==> src/rtl/incrementor_seq.sv <==
`default_nettype none
// ============================================================================
// Module   : incrementor_seq
// Brief    : Multi-cycle incrementor that adds N to A one step per enabled clock.
// Revision : 1.0
// ============================================================================
module incrementor_seq #(
    parameter int WIDTH = 4,
    parameter int CNT_W = 4
) (
    input  logic             clk,
    input  logic             rst_n,
    input  logic             E,
    input  logic             start,
    input  logic [WIDTH-1:0] A,
    input  logic [CNT_W-1:0] N,
    output logic             busy,
    output logic             done,
    output logic [WIDTH-1:0] Ia,
    output logic             C
);

    typedef enum logic [1:0] {
        S_IDLE = 2'd0,
        S_RUN  = 2'd1,
        S_DONE = 2'd2
    } state_t;

    localparam logic [WIDTH-1:0] c_ia_one  = {{(WIDTH-1){1'b0}}, 1'b1};
    localparam logic [CNT_W-1:0] c_rem_one = {{(CNT_W-1){1'b0}}, 1'b1};

    state_t             state_q, state_d;
    logic [WIDTH-1:0]   ia_q, ia_d;
    logic [CNT_W-1:0]   rem_q, rem_d;
    logic               c_q, c_d;
    logic               busy_q, busy_d;
    logic               done_q, done_d;

    always_comb begin
        state_d = state_q;
        ia_d    = ia_q;
        rem_d   = rem_q;
        c_d     = c_q;
        case (state_q)
            S_IDLE: begin
                if (E && start) begin
                    ia_d    = A;
                    rem_d   = N;
                    c_d     = 1'b0;
                    state_d = (N == '0) ? S_DONE : S_RUN;
                end
            end
            S_RUN: begin
                if (E) begin
                    ia_d  = ia_q + c_ia_one;
                    rem_d = rem_q - c_rem_one;
                    // Wrap is detected on the pre-step value and stays sticky.
                    if (ia_q == '1) begin
                        c_d = 1'b1;
                    end
                    if (rem_q == c_rem_one) begin
                        state_d = S_DONE;
                    end
                end
            end
            S_DONE: begin
                state_d = S_IDLE;
            end
            default: begin
                state_d = S_IDLE;
            end
        endcase
        busy_d = (state_d != S_IDLE);
        done_d = (state_d == S_DONE);
    end

    always_ff @(posedge clk or negedge rst_n) begin
        if (!rst_n) begin
            state_q <= S_IDLE;
            ia_q    <= '0;
            rem_q   <= '0;
            c_q     <= 1'b0;
            busy_q  <= 1'b0;
            done_q  <= 1'b0;
        end else begin
            state_q <= state_d;
            ia_q    <= ia_d;
            rem_q   <= rem_d;
            c_q     <= c_d;
            busy_q  <= busy_d;
            done_q  <= done_d;
        end
    end

    assign busy = busy_q;
    assign done = done_q;
    assign Ia   = ia_q;
    assign C    = c_q;

endmodule
`default_nettype wire
==> config.mk <==
export PLATFORM = sky130hd
export DESIGN_NAME = incrementor_seq
export DESIGN_NICKNAME = d
export VERILOG_FILES = /design/src/rtl/incrementor_seq.sv
export SDC_FILE = /design/constraint.sdc
export NUM_CORES = 1
export LEC_CHECK = 0
export BUFFER_PORTS_ARGS = -buffer_cell sky130_fd_sc_hd__buf_2
export CORE_ASPECT_RATIO = 1.2
export CORE_MARGIN = 5
export CORE_UTILIZATION = 50
export CTS_CLUSTER_SIZE = 10
export DETAILED_ROUTE_END_ITERATION = 7
export PLACE_DENSITY = 0.71
export SLEW_MARGIN = 20
export SYNTH_ARGS = -nofsm -noshare
export SYNTH_HDL_FRONTEND = slang
export SYNTH_SLANG_ARGS = --single-unit
==> constraint.sdc <==
create_clock -name clk -period 2.88 [get_ports clk]
set_input_delay 0.576 -clock clk [delete_from_list [all_inputs] [get_ports clk]]
set_output_delay 0.576 -clock clk [all_outputs]
set_load 0.02 [all_outputs]
==> results.md, run 1 <==
* TritonCTS buffer count at 3
* Die width at 46.0 um
* Synth area leaders: dfrtp_1 42%, mux2i_1 5.1%, ha_1 4.8%
* DIE AREA at 0.00245 mm2
* Worst hold path class: in -> async
* Slowest CP cell: dfrtp_1
* Status: finished, final reports clean
* Initial DRC count at 28
* Post-synth net total at 90
* Clk_lat worst skew at 0.28 ns
* Layout cells sized above 1 at 27.7%
* HPWL after DPL at 1.25 mm
* Via count at 675
* Longest Clk Path Bufs at 2
* Grt total ovfl at 0
* Core area at 0.00146 mm2
* Final WL at 1.68 mm
* Critical setup path kind: reg -> reg
* Design area at 890 um2
* GRT Total Usage at 15.7%
* First-pass DRT Iterations at 4
* Post-layout util at 60.8%
* Die Y at 53.2 um
* Synth-to-Final Area Change at 14.3%
* Root Buffer: clkbuf_4
* CTS tree: yes
* Pin count of the biggest net entering global routing at 16
* First-pass GRT wire length at 2.75 mm
* #FFs+latches synth at 13
* Avg WL per Cell at 15.1 um
* Starting Density at 53.2%
* Worst path bufs/invs at 0
* Post-Synth Adder-Cell Area at 4.82%
* Initial antenna violation count at 0
* Net count, final at 110
* Synth Area per Inst at 10.4 um2
* Leak at 0.416 nW
* Post-synthesis cell area at 778 um2
* Yosys top cell by area: dfrtp_1
* Crit path max fanout at 15
* Fin crit share at 57.6%
* Vias per cell at 6.08
* Place WS at 1.21 ns
* Number of library cell types mapped by synthesis at 33
* Main combinational cell family by area after synthesis: simple AND/OR/NAND/NOR gates
* Final Hold Vio Count at 0
* Detail Route Antenna Nets at 0
* Delay-heaviest family, CP: flip-flops
* Max-slew headroom at 70.9%
* Worst path cell trace: and2b_1 > mux2_4 > mux2_4
* Most used cell, CP: mux2_4
* Max-cap viol count at 0
* # Post-CTS Setup Buffers at 0
* Slew of the pin with the lowest slew margin at 0.434 ns
* Final Critical Period at 1.66 ns
* Power density over the cells at 1020 mW/mm2
* Row count at 15
* Post-synthesis cell count at 75
* Top-level port count at 19
* Post-synthesis compound-gate area fraction at 19.3%
* Clk slew on worst S/H paths at 0.08 ns
* Simple-gate portion of the synthesized area at 19.6%
* Yosys warns at 0
* Register area share after synthesis at 41.8%
* H-Tree Depth at 1
* Final setup TNS at 0 ns
* Synth async-reset ratio at 100%
* Hold-fix buffers at CTS at 0
* CP peak stage delay at 0.59 ns
* RePlAce Congestion at 0.914
* Critical Path AT at 1.83 ns
* CP Launch Type: register
* Drc violations at 0
* Resized Gates After CTS at 0
* Inserted Diodes at 0
* Data required, critical path at 3.05 ns
* # setup viols final at 0
* Post-synth top area share at 41.8%
* Hold slack at 0.161 ns
* RSZ-0062 raised after global routing: no
* Placement Cell Area at 862 um2
* Number of port buffers at 18
* Vias in the first global route at 621
* CTS sink cnt at 13
* Fmax at 0.603 GHz
* Worst Slack Setup Final at 1.22 ns
* Worst Setup End Kind: register
* Peak VDD IR at 0.446 mV
* Mux contribution to synthesized area at 9.00%
* Layout Skew at 0.00324 ns
* Synth Area in XOR/XNOR at 0%
* Ys flop type: dfrtp_1
* Final Slew Violations at 0
* Post-synth EDFFs at 0
-- synthesized netlist by cell type (2+ instances only) --
| cell | number |
|---|---|
| a21oi_1 | 5 |
| dfrtp_1 | 13 |
| nand3b_1 | 2 |
| nand3_1 | 2 |
| a2bb2oi_1 | 2 |
| mux2i_1 | 4 |
| nand2_1 | 5 |
| ha_1 | 3 |
| a22oi_1 | 2 |
| nor2_1 | 3 |
| inv_1 | 4 |
| or3_1 | 2 |
| a211oi_1 | 3 |
| mux2_4 | 2 |
| buf_6 | 2 |
| o221ai_1 | 3 |
| o22ai_1 | 2 |
-- metal layers --
metal	part of all wire [%]	vias up	track usage, %	routed length [um]
met3	7.5	5	2.72	126
met2	49	24	23.6	813
met4	2.7	0	9.95	45
li1	-	324	-	-
met5	0	-	0	0
met1	41	322	20.1	692
-- power breakdown --
group	internal, W	switching (W)	total, W
combinational	0.000210	0.000227	0.000437
clock	0.0000517	0.0000641	0.000116
sequential	0.000259	0.0000908	0.000350
-- metrics by stage --
step | std cells | power [W]
4_1_cts | 111 | 0.000914
3_5_place_dp | 107 | 0.000794
6_report | 111 | 0.000903
5_1_grt | 111 | 0.000980
2_1_floorplan | 75 | 0.000691
3_3_place_gp | 107 | 0.000784
-- flip-flops by register name, summed over array words and instances (netlist names) --
register,count
Ia,4
rem_q,4
C,1
done,1
state_q,2
busy,1
-- cells by family after synthesis --
kind of cell,Yosys count
simple gates,25
compound gates,21
flops,13
buf+inv,7
mux,6
fa+ha+maj,3
-- placed cells by master, fill, tap and decap left out, types with 2 or more instances in the layout --
master / instances
a211oi_1: 3
a21oi_1: 5
a22oi_1: 2
a2bb2oi_1: 2
buf_2: 18
clkbuf_4: 3
dfrtp_1: 13
ha_1: 3
inv_1: 4
mux2_4: 2
mux2i_1: 4
nand2_1: 5
nand3_1: 2
nand3b_1: 2
nor2_1: 3
o221ai_1: 3
o22ai_1: 2
or3_1: 2
-- final timing paths --
path | startpoint | end | slack (ns) | cells past startpoint
max | state_q[0]$_DFF_PN0_ | Ia[1]$_DFFE_PN0P_ | 1.22 | 3
min | rst_n | busy$_DFF_PN0_ | 0.16 | 1
max reg2reg | state_q[0]$_DFF_PN0_ | Ia[1]$_DFFE_PN0P_ | 1.22 | 3
min reg2reg | Ia[0]$_DFFE_PN0P_ | Ia[0]$_DFFE_PN0P_ | 0.54 | 1
max in group asynchronous | rst_n | rem_q[2]$_DFFE_PN0P_ | 2.49 | 1
min in group clk | Ia[0]$_DFFE_PN0P_ | Ia[0]$_DFFE_PN0P_ | 0.54 | 1
-- area by class of cell --
| class | count | area (um2) |
|---|---|---|
| Clock buffer | 3 | 22.5 |
| Tap cell | 17 | 21.3 |
| Clock inverter | 1 | 5.00 |
| Multi-Input combinational cell | 55 | 410 |
| Inverter | 4 | 15.0 |
| Fill cell | 129 | 574 |
| Timing Repair Buffer | 18 | 90.1 |
| Sequential cell | 13 | 325 |
(Power assumes the default switching activity.)
==> inputs of run 2 (changes only) <==
- CORE_UTILIZATION: 50 -> 46
- PLACE_DENSITY: 0.71 -> 0.69
- clock period: 2.88 -> 1.35 ns (I/O delays scaled with it)
==> run 2 against run 1 <==
- largest cell class unchanged
- first-iteration DRC count shrank 29%
- critical path depth is the same
- critical path type unchanged
- critical endpoint unchanged
- routed wire length up 14%
- global-route usage rose by 1.8 points
- clock-buffer cell count rose by 1
- flip-flop and latch count unchanged
- core utilization grew 2.8 points
==> results.md, run 2 (synthesis gave the netlist of run 1 again) <==
* Status: finished, final reports clean (unchanged)
* Starting Density at 48.0% (was 53.2%)
* Drc violations at 0 (unchanged)
* Commonest cells after routing, fill and taps aside: 18 x buf_2, 14 x buf_4, 10 x dfrtp_1, 5 x nand2_1, 5 x a21oi_1 (was 18 x buf_2, 13 x dfrtp_1, 5 x nand2_1, 5 x a21oi_1)
* Final Slew Violations at 0 (unchanged)
* Final Critical Period at 1.34 ns (was 1.66 ns)
* Post-layout util at 63.6% (was 60.8%)
* Synth-to-Final Area Change at 32.5% (was 14.3%)
* Number of port buffers at 18 (unchanged)
* Initial DRC count at 20 (was 28)
* Commonest non-fill, non-tap cell in the layout: buf_2 (unchanged)
* Max-slew headroom at 80.4% (was 70.9%)
* RSZ-0062 raised after global routing: yes (was no)
* Core area at 0.00162 mm2 (was 0.00146 mm2)
* Fmax at 0.749 GHz (was 0.603 GHz)
* Detail Route Antenna Nets at 0 (unchanged)
* Clk slew on worst S/H paths at 0.08 ns (about the same)
* DIE AREA at 0.00262 mm2 (was 0.00245 mm2)
* Row count at 16 (was 15)
* Critical Path AT at 1.50 ns (was 1.83 ns)
* Vias per cell at 5.52 (was 6.08)
* Longest Clk Path Bufs at 2 (unchanged)
* Root Buffer: clkbuf_4 (unchanged)
* Leak at 0.486 nW (was 0.416 nW)
* H-Tree Depth at 1 (unchanged)
* Via count at 701 (was 675)
* Initial antenna violation count at 0 (unchanged)
* Layout cells sized above 1 at 43.1% (was 27.7%)
* Die Y at 55.1 um (was 53.2 um)
* Vias in the first global route at 742 (was 621)
* CP Launch Type: register (unchanged)
* Top-level port count at 19 (unchanged)
* First-pass DRT Iterations at 4 (unchanged)
* Peak VDD IR at 0.966 mV (was 0.446 mV)
* Max-cap viol count at 0 (unchanged)
* Grt total ovfl at 0 (unchanged)
* TritonCTS buffer count at 3 (unchanged)
* Cell Count Post-Placement at 122 (was 107)
* Crit path max fanout at 5 (was 15)
* Slew of the pin with the lowest slew margin at 0.291 ns (was 0.434 ns)
* # Post-CTS Setup Buffers at 0 (unchanged)
* Power density over the cells at 2140 mW/mm2 (was 1020 mW/mm2)
* RePlAce Congestion at 0.802 (was 0.914)
* Cell Count, Final, Fillers Out at 127 (was 111)
* Pin count of the biggest net entering global routing at 14 (was 16)
* Fin crit share at 98.9% (was 57.6%)
* # setup viols final at 0 (unchanged)
* Final Hold Vio Count at 0 (unchanged)
* HPWL after DPL at 1.49 mm (was 1.25 mm)
* Die width at 47.6 um (was 46.0 um)
* Worst hold path class: in -> reg (was in -> async)
* Avg WL per Cell at 15.1 um (about the same)
* Layout Skew at 0.00181 ns (was 0.00324 ns)
* Data required, critical path at 1.52 ns (was 3.05 ns)
* Clk_lat worst skew at 0.28 ns (about the same)
* Inserted Diodes at 0 (unchanged)
* Critical setup path kind: reg -> reg (unchanged)
* Final WL at 1.92 mm (was 1.68 mm)
* GRT Total Usage at 17.5% (was 15.7%)
* Worst Setup End Kind: register (unchanged)
* CTS sink cnt at 13 (unchanged)
* Net count, final at 125 (was 110)
* CTS tree: yes (unchanged)
* First-pass GRT wire length at 3.15 mm (was 2.75 mm)
==> run 2: changes by cell type in the layout (fill, tap and decap cells not counted), sizes merged <==
| cell | change |
|---|---|
| buf | +14 |
| clkbuf | +1 |
| clkinv | -1 |
| dlygate4sd3 | +1 |
==> run 2: what timing repair did <==
item | in CTS | in global routing
hold buffers | 1 | 0
endpoints found under the setup margin | 1 | 6
resized for setup | 1 | 5
endpoints found under the hold margin | 13 | 0
==> run 2: final timing paths <==
path	from	end	slack, ns	depth (start not counted)
worst max-delay path	state_q[0]$_DFF_PN0_	Ia[1]$_DFFE_PN0P_	0.01	3
worst min-delay path	A[0]	Ia[0]$_DFFE_PN0P_	0.31	3
worst max register to register	state_q[0]$_DFF_PN0_	Ia[1]$_DFFE_PN0P_	0.01	3
worst min register to register	C$_DFFE_PN0P_	C$_DFFE_PN0P_	0.52	1
max in group asynchronous	rst_n	Ia[0]$_DFFE_PN0P_	0.70	2
min in group asynchronous	rst_n	Ia[1]$_DFFE_PN0P_	0.40	2
==> run 2: worst max-delay path, cell delays in order, from the launching register on <==
cell     delay (ns)
dfrtp_2        0.45
and2b_2        0.23
mux2_4         0.30
mux2_4         0.25
==> run 2: area by class of cell <==
class / instances / area [um2]
fill: 126 / 591
multi-input combinational: 55 / 433
sequential: 13 / 329
timing repair buffer: 33 / 205
clock buffer: 4 / 26.3
tap: 18 / 22.5
inverter: 4 / 15.0
==> run 2: routing by layer <==
metal	wire, um	vias to the layer above	GRT usage (%)
li1	-	353	-
met3	109	4	3.24
met1	823	323	19.5
met4	49	0	11.2
met5	0	-	0
met2	936	21	29.7
==> run 2: power by group <==
group	switching [W]	total [W]	internal (W)
sequential	0.000136	0.000698	0.000562
clock	0.000132	0.000247	0.000115
combinational	0.000630	0.00126	0.000627
total	0.000898	0.00220	0.00130
==> run 2: per-stage QoR <==
stage	TNS, ns	total power (W)	hold WS [ns]	area [um2]	setup slack [ns]
detailed placement	0	0.00190	0.173	971	0.0143
floorplan	-0.00797	0.00148	-0.0256	781	-0.00797
CTS	0	0.00216	0.306	1010	0.0146
global placement	0	0.00188	0.173	971	0.0246
global route	-0.0338	0.00237	0.319	1030	-0.0338
finish	0	0.00220	0.306	1030	0.0145
